===== config.mk =====
export PLATFORM = sky130hd
export DESIGN_NAME = operand_loader
export DESIGN_NICKNAME = d
export VERILOG_FILES = /design/src/rtl/operand_loader.sv
export SDC_FILE = /design/constraint.sdc
export NUM_CORES = 1
export LEC_CHECK = 0
export ABC_AREA = 1
export BUFFER_PORTS_ARGS = -buffer_cell sky130_fd_sc_hd__buf_2
export CAP_MARGIN = 20
export CORE_MARGIN = 4
export CORE_UTILIZATION = 40
export CTS_BUF_LIST = sky130_fd_sc_hd__clkbuf_8
export CTS_CLUSTER_SIZE = 12
export DETAILED_ROUTE_END_ITERATION = 16
export PLACE_DENSITY_LB_ADDON = 0.25
export REMOVE_ABC_BUFFERS = 1
export SYNTH_ARGS = -nofsm -noshare
export SYNTH_HDL_FRONTEND = slang
export SYNTH_SLANG_ARGS = --single-unit
export TNS_END_PERCENT = 10

===== constraint.sdc =====
create_clock -name CLK -period 1.65 [get_ports CLK]
set_input_delay 0.4125 -clock CLK [delete_from_list [all_inputs] [get_ports CLK]]
set_output_delay 0.4125 -clock CLK [all_outputs]
set_load 0.02 [all_outputs]

===== src/rtl/operand_loader.sv =====
// Captures operand A then B from SW on debounced presses of active-low KEY and presents OPS = {B,A}.
// Optional PAIR_COUNT_EN macro adds the PAIR_CNT completed-pair counter port.
module operand_loader #(
  parameter int DEBOUNCE_CYCLES = 500000,
  parameter int CNT_W           = 19
) (
  input  logic       CLK,
  input  logic       RST_N,
  input  logic [3:0] SW,
  input  logic       KEY,
  output logic [7:0] OPS,
  output logic       OPS_VALID,
`ifdef PAIR_COUNT_EN
  output logic [1:0] STATE_LED,
  output logic [7:0] PAIR_CNT
`else
  output logic [1:0] STATE_LED
`endif
);

  // State codes double as the LED pattern so STATE_LED is the state register itself.
  localparam logic [1:0] LOAD_A = 2'b01;
  localparam logic [1:0] LOAD_B = 2'b10;
  localparam logic [1:0] VALID  = 2'b11;

  localparam logic [CNT_W-1:0] CNT_LAST = CNT_W'(DEBOUNCE_CYCLES - 2);

  logic             key_s1;
  logic             ks;
  logic             level;
  logic [CNT_W-1:0] cnt;
  logic [1:0]       fill;
  logic             armed;
  logic             press;
  logic [1:0]       state;
  logic             differ;
  logic             reach;

  assign differ = (ks != level);
  assign reach  = differ && (cnt == CNT_LAST);

  // armed blocks a key held through reset from producing a press until it is seen released.
  always_ff @(posedge CLK or negedge RST_N) begin
    if (!RST_N) begin
      key_s1 <= 1'b1;
      ks     <= 1'b1;
      level  <= 1'b1;
      cnt    <= '0;
      fill   <= 2'b00;
      armed  <= 1'b0;
      press  <= 1'b0;
    end else begin
      key_s1 <= KEY;
      ks     <= key_s1;
      fill   <= {fill[0], 1'b1};
      armed  <= armed | (fill[1] & ks & level);
      press  <= reach & level & armed;
      if (!differ) begin
        cnt <= '0;
      end else if (reach) begin
        level <= ks;
        cnt   <= '0;
      end else begin
        cnt <= cnt + 1'b1;
      end
    end
  end

  always_ff @(posedge CLK or negedge RST_N) begin
    if (!RST_N) begin
      state     <= LOAD_A;
      OPS       <= 8'h00;
      OPS_VALID <= 1'b0;
    end else if (press) begin
      case (state)
        LOAD_A: begin
          OPS[3:0] <= SW;
          state    <= LOAD_B;
        end
        LOAD_B: begin
          OPS[7:4]  <= SW;
          OPS_VALID <= 1'b1;
          state     <= VALID;
        end
        VALID: begin
          OPS[3:0]  <= SW;
          OPS_VALID <= 1'b0;
          state     <= LOAD_B;
        end
        default: begin
          state     <= LOAD_A;
          OPS_VALID <= 1'b0;
        end
      endcase
    end
  end

  assign STATE_LED = state;

`ifdef PAIR_COUNT_EN
  always_ff @(posedge CLK or negedge RST_N) begin
    if (!RST_N) begin
      PAIR_CNT <= 8'h00;
    end else if (press && state == LOAD_B) begin
      PAIR_CNT <= PAIR_CNT + 8'h01;
    end
  end
`endif

endmodule


Word level (Yosys, flattened, before mapping)
Index checks and enable logic that the tools add are counted.

Flip-flop bits (word level): 37. Latch bits: 0. Memories: 0. Output and inout port bits: 11. Word-level logic and storage cells: 33. ROM bits: 0. Input bits: 7. RAM bits: 0.

Multiplexer cells: 4. $lt $le $gt $ge: 0. Equal/unequal tests: 5. Shifts and indexed selects: 0. Reduce and logical (&&, ||, !) cells: 6. Multiply operators: 0. Div/mod/pow operators: 0. Bitwise gates (word level): 6. Add/subtract/negate cells: 1.

Operators by type and width (number): $mux W19 (2); $add A19 B1 Y19 const B (1); $eq A19 B19 Y1 const B (1); $reduce_and A2 Y1 (4); $and A1 B1 Y1 (4); $eq A2 B2 Y1 const B (2); $pmux W2 S2 (1); $eq A2 B1 Y1 const B (1); $pmux W1 S2 (1); $reduce_or A2 Y1 (1); $logic_and A1 B1 Y1 (1); $ne A1 B1 Y1 (1); $not A1 Y1 (1); $or A1 B1 Y1 (1).

Depth between registers and ports, before layout
Gate-level depths: netlist (run 1).

Depth in word-level cells: 4. Mapped depth: 9.

Worst setup path before layout (run 1)
No wires, ideal clock.

Kind: flip-flop to flip-flop. Start point: register cnt[0]. End point: register cnt[17]. Library setup time: 0.119 ns. Slack: 0.335 ns. Buffers on the path: 0. Stages on the path, launching flop included: 10. Period minus slack after synthesis: 1.315 ns. Arrival: 1.196 ns. Path through: dfrtp_1 inv_1 ha_1 inv_1 nor2_1 nand2_1 nor2_1 nand3_1 nand2_2 nor2_2.

Cells in the longest elaborated chain, start to end: 4. Elaborated cells on any way between the ends: 5. Those cells by class: 1 x add/sub; 1 x eq/ne; 2 x mux; 1 x reduce/logical.

Ends and longest elaborated chain: start, declared (line 31) `logic [CNT_W-1:0] cnt;`; start signal, assigned (line 64) `cnt <= cnt + 1'b1;`; branches (longest 2 deep; another with $add A19 B1 Y19); $mux W19 (*) (line 60) `end else if (reach) begin`; $mux W19 (*) (line 58) `if (!differ) begin`.

Mark *: on every way between the ends. A chain may end at the register's enable or synchronous reset.

Final worst setup path (run 1)
Start point: register cnt[0]. End point: register cnt[8].

Same word-level chain as after synthesis.

==> results.py, run 1 <==
metrics = {
    "drt": {
        "wl_per_cell_um": 12.3,
        "wirelength_um": 3800,
        "firstDrtPassIters": 4,
        "vias": 1458,
        "antenna_left": 0,
        "dr.first_iter.drc_count": 89,
        "drc": 0,
        "viasPerCell": 4.72,
    },
    "floorplan": {
        "dieArea_sq_um": 5780,
        "fp-row-count": 24,
        "dieWidth_um": 76.0,
        "ios": 18,
        "core_area_sq_um": 4410,
        "die_h_um": 76.0,
        "start_util_pct": 42.0,
    },
    "layout": {
        "finalNonFillerCells": 309,
        "final_common_cell": "nand2_1",
        "fin_area_sq_um": 2160,
        "final_cell_mix": "46 x nand2_1, 42 x nor2_1, 33 x dfrtp_1",
        "nets": 265,
        "utilization_pct": 49.0,
        "n_antenna_cell": 0,
        "drive_above_1_share_pct": 18.7,
        "syn2layout_area_growth_pct": 16.9,
    },
    "synthesis": {
        "synth_area_leaders": "dfrtp_1 45%, nand2_1 9.3%, nor2_1 8.5%, inv_1 6.3%, dfstp_2 5.7%",
        "muxShareOfSynthArea_pct": 0,
        "syn_area_sq_um": 1850,
        "synth_seq_cells": 37,
        "synth_area_per_cell_sq_um": 8.05,
        "synthDistinctLibCells": 22,
        "synth_cells": 230,
        "synthAdderAreaFrac_pct": 1.35,
        "yosys.area_share.simple_pct": 32.3,
        "synth_compound_area_share_pct": 4.19,
        "synth_xor_area_share_pct": 5.20,
        "synth_top_area_share_pct": 44.6,
        "ys_seq_area_share_pct": 50.3,
        "yosysTopAreaCell": "dfrtp_1",
        "synth_warnings": 0,
        "synth_top_family_by_area": "simple AND/OR/NAND/NOR gates",
    },
    "cts": {
        "hold_buffers": 0,
        "htreeDepth": 2,
        "clk_latency_ns": 0.29,
        "post_cts_buffers": 0,
        "clockBufferDepth": 2,
        "numCtsBuffers": 5,
        "cts_sinks": 37,
        "clk_pin_slew_worst_paths_ns": 0.08,
        "cts_tree": "done",
        "clockRootBuffer": "clkbuf_8",
        "post_cts_resized": 0,
    },
    "sta": {
        "setup_viol": 0,
        "skew_ns": 0.00717,
        "rsz0062_at_grt": "no",
        "fin_crit_ns": 1.49,
        "max_freq_mhz": 673,
        "final.period_utilization_pct": 90.0,
        "hold_violations": 0,
        "drv_slew": 0,
        "fin_hold_ws_ns": 0.159,
        "setup_ws_ns": 0.165,
        "fin_setup_tns_ns": 0,
    },
    "min_path": {
        "min-delay-path-class": "in -> async",
    },
    "critical_path": {
        "crit_type": "reg -> reg",
        "cp-start-kind": "flip-flop",
        "end_kind": "flip-flop",
        "arrival_ns": 1.67,
        "required_ns": 1.83,
        "path_max_fanout": 8,
    },
    "status": {
        "status": "completed",
    },
    "pwr": {
        "ir_drop_mv": 0.448,
        "finalPower_mw": 1.93,
        "p_leak_nw": 1.00,
        "power-per-cell-area_nw_per_um2": 893,
    },
    "global_routing": {
        "grt_pass1_vias": 1378,
        "grt_pass1_wl_um": 6630,
        "grt_max_degree": 38,
        "antenna_found_initial": 0,
        "overflow": 0,
        "grt_usage_pct": 14.0,
    },
    "placement": {
        "placed_area_sq_um": 2020,
        "placedCellCount": 301,
        "place_hpwl_um": 2760,
        "pre_cts_ws_ns": 0.0707,
        "portBuffers": 17,
        "gp_congestion": 0.895,
    },
    "job": {
        "drv_cap": 0,
    },
}
==> state kept, by name (all words and copies together) (netlist names) <==
name       flops
cnt           19
OPS            8
STATE_LED      2
fill           2
OPS_VALID      1
armed          1
key_s1         1
ks             1
level          1
press          1
==> layer usage <==
layer | share of wire [%] | vias up | track usage (%)
li1 | - | 767 | -
met4 | 1.2 | 0 | 5.34
met5 | 0 | - | 0
met3 | 5.9 | 7 | 4.14
met2 | 43 | 38 | 20.3
met1 | 50 | 646 | 19.5
==> logic make-up (layout without fill, tap and decap cells) <==
family	after synthesis	in the layout
AOI/OAI and AO/OA	15	15
xor gates and xnor gates	11	11
adders and majority gates	2	2
buffers and inverters	32	59
DFF	37	37
other	1	1
and+or+nand+nor	132	132
==> Yosys cell counts <==
library cell  instances
a21oi_1               1
o21ai_0              10
nand2_4               1
a21boi_0              1
dfrtp_1              33
o21ai_1               3
ha_1                  2
and3_1                1
conb_1                1
nand2_1              46
xor2_1                7
nand4_1               6
nor2_2                6
xnor2_1               4
inv_2                 1
nor2_4                3
nand3_1              17
dfstp_2               4
inv_1                31
nand2_2               5
nor2_1               42
nor3_1                5
==> power by group <==
group	switching (mW)	total, mW	internal [mW]
registers	0.00762	0.927	0.919
clock network	0.338	0.946	0.608
logic	0.0412	0.0598	0.0186
total	0.387	1.93	1.55
==> worst paths after layout <==
kind | cells after the start | startpoint | to | slack, ns
max in group asynchronous | 2 | RST_N | level | 1.15
worst min register to register | 0 | fill[0] | fill[1] | 0.35
worst min-delay path | 2 | RST_N | OPS[4] | 0.16
worst max register to register | 9 | cnt[0] | cnt[8] | 0.16
worst max-delay path | 9 | cnt[0] | cnt[8] | 0.16
min in group CLK | 1 | KEY | key_s1 | 0.21
==> critical path, cell delays in order, from the launching register on <==
cell and delay (ns):
dfrtp_1 0.41, inv_1 0.07, ha_1 0.20, inv_1 0.05, nor2_1 0.08, nand2_1 0.05
nor2_1 0.11, nand3_2 0.18, nand2_4 0.17, nor2_1 0.05
==> layout make-up <==
class	count	area (sq um)
sequential	37	931
multi-input combinational	161	811
inverter	32	120
tap	52	65.1
clock buffer	5	68.8
timing repair buffer	19	100
fill	428	2250
clock inverter	3	68.8
Note: power is estimated with default switching activity, not from simulation.
==> inputs of run 2 (changes only) <==
--- a/config.mk
+++ b/config.mk
@@ -5,7 +5,6 @@
 export SDC_FILE = /design/constraint.sdc
 export NUM_CORES = 1
 export LEC_CHECK = 0
-export ABC_AREA = 1
 export BUFFER_PORTS_ARGS = -buffer_cell sky130_fd_sc_hd__buf_2
 export CAP_MARGIN = 20
 export CORE_MARGIN = 4
==> run 2 against run 1 <==
Highest routed layer unchanged. Register-to-register slack got worse by 0.06 ns. Hold slack got worse by 0.11 ns. Power rose by 1.8%. Non-clock buffer count rose by 5. Clock skew rose by 0.0023 ns. Maximum frequency fell by 3.8%. Critical path depth fell by 5. Critical endpoint is now level.
==> results.py, run 2 <==
metrics = {
    "synthesis": {
        "synth_area_leaders": "dfrtp_1 51%, xnor2_1 7.0%, dfstp_2 6.4%, mux2_2 6.2%, nor2_1 4.8%",
        "synth_seq_cells": 37,
        "synth_warnings": 0,
        "synth.most_common_cell": "dfrtp_1",
        "ys_seq_area_share_pct": 57.1,
        "async_reset_ff_share_pct": 100,
        "synth_edf_count": 0,
        "synth_common_cells": "33 x dfrtp_1, 21 x nor2_1, 13 x nand2_1, 13 x xnor2_1, 9 x mux2_2",
        "synthDistinctLibCells": 27,
        "yosysTopAreaCell": "dfrtp_1",
        "synth_top_area_share_pct": 50.6,
        "syn_area_sq_um": 1630,
        "synth_area_per_cell_sq_um": 11.5,
        "synthFlopType": "dfrtp_1",
        "synth_cells": 142,
    },
    "cts": {
        "htreeDepth": 2,
        "clk_latency_ns": 0.29,
        "cts_sinks": 37,
        "post_cts_resized": 0,
        "clockRootBuffer": "clkbuf_8",
        "post_cts_buffers": 0,
        "clockBufferDepth": 2,
        "hold_buffers": 0,
        "clk_pin_slew_worst_paths_ns": 0.08,
        "cts_tree": "done",
        "numCtsBuffers": 5,
    },
    "layout": {
        "largest_register": "cnt",
        "largest_registers": "cnt: 19 flops, OPS: 8 flops",
        "largest_reg_flops": 19,
        "final_common_cell": "dfrtp_1",
        "n_antenna_cell": 0,
        "nets": 181,
        "finalNonFillerCells": 221,
        "final_cell_mix": "33 x dfrtp_1, 20 x nor2_1, 17 x buf_2",
        "fillers": 340,
        "drive_above_1_share_pct": 30.6,
        "syn2layout_area_growth_pct": 21.2,
        "utilization_pct": 52.1,
        "fin_area_sq_um": 1980,
    },
    "placement": {
        "gp_congestion": 0.816,
        "portBuffers": 17,
        "placedCellCount": 213,
        "placed_area_sq_um": 1830,
        "place_hpwl_um": 2230,
        "pre_cts_ws_ns": 0.109,
    },
    "sta": {
        "fin_setup_tns_ns": 0,
        "drv_slew": 0,
        "fin_crit_ns": 1.54,
        "final.period_utilization_pct": 93.6,
        "setup_ws_ns": 0.106,
        "rsz0062_at_grt": "yes",
        "skew_ns": 0.00952,
        "setup_viol": 0,
        "fin_hold_ws_ns": 0.0516,
        "hold_violations": 0,
        "max_freq_mhz": 647,
    },
    "floorplan": {
        "core_area_sq_um": 3800,
        "ios": 18,
        "die_h_um": 71.9,
        "fp-row-count": 22,
        "dieArea_sq_um": 5160,
        "start_util_pct": 43.0,
        "dieWidth_um": 71.9,
    },
    "critical_path": {
        "end_kind": "flip-flop",
        "r2r_cells": 4,
        "path_max_fanout": 4,
        "required_ns": 1.88,
        "crit_type": "reg -> reg",
        "arrival_ns": 1.77,
        "cp-start-kind": "flip-flop",
    },
    "global_routing": {
        "grt_pass1_vias": 1183,
        "grt_pass1_wl_um": 5220,
        "grt_max_degree": 20,
        "antenna_found_initial": 0,
        "grt_usage_pct": 13.0,
        "overflow": 0,
    },
    "drt": {
        "wl_per_cell_um": 13.2,
        "firstDrtPassIters": 4,
        "dr.first_iter.drc_count": 60,
        "vias": 1143,
        "drc": 0,
        "viasPerCell": 5.17,
        "antenna_left": 0,
        "wirelength_um": 2910,
    },
    "pwr": {
        "ir_drop_mv": 0.560,
        "p_leak_nw": 0.873,
        "power-per-cell-area_nw_per_um2": 995,
        "finalPower_mw": 1.97,
    },
    "status": {
        "status": "completed",
    },
    "job": {
        "drv_cap": 0,
    },
    "min_path": {
        "min-delay-path-class": "in -> async",
    },
}
==> run 2: final cells by class <==
cell class / count / area (sq um) / share of cell area [%]
clock buffer: 5 / 68.8 / 3.48
clock inverter: 3 / 68.8 / 3.48
inverter: 4 / 15.0 / 0.759
multi-input combinational: 100 / 681 / 34.4
sequential: 37 / 931 / 47.1
tap: 48 / 60.1 / 3.04
timing repair buffer: 24 / 154 / 7.78
==> run 2: cells by family (layout without fill, tap and decap cells) <==
group	count (synthesis)	in the layout	synth area share (%)
compound gates	7	7	2.84
buf+inv	5	36	1.38
fa+ha+maj	2	2	1.53
flops	37	37	57.1
mux	11	11	7.44
simple gates	63	63	20.9
xor+xnor	16	16	8.59
other cells	1	1	0.230
==> run 2: worst paths after layout <==
kind	endpoint	slack, ns	startpoint
worst max-delay path	level	0.11	cnt[7]
worst min-delay path	armed	0.05	RST_N
worst max register to register	level	0.11	cnt[7]
worst min register to register	fill[1]	0.36	fill[0]
max in group asynchronous	STATE_LED[0]	1.08	RST_N
min in group CLK	key_s1	0.21	KEY
==> run 2: power breakdown <==
group | total (mW) | switching, mW | internal, mW
logic | 0.0910 | 0.0548 | 0.0362
clock network | 0.935 | 0.327 | 0.608
registers | 0.942 | 0.0126 | 0.929
==> run 2: layer usage <==
metal	vias to the layer above	share of wire, %	track usage (%)
met5	-	0	0
met1	560	44	16.1
met2	26	48	21.1
li1	550	-	-
met3	7	6.5	4.35
met4	0	1.6	4.38
==> run 2: critical path, stage by stage (launching register included) <==
cell and delay [ns]:
dfrtp_1 0.45, nor4b_2 0.35, nand3_1 0.14, nor2_2 0.18, mux2_2 0.35
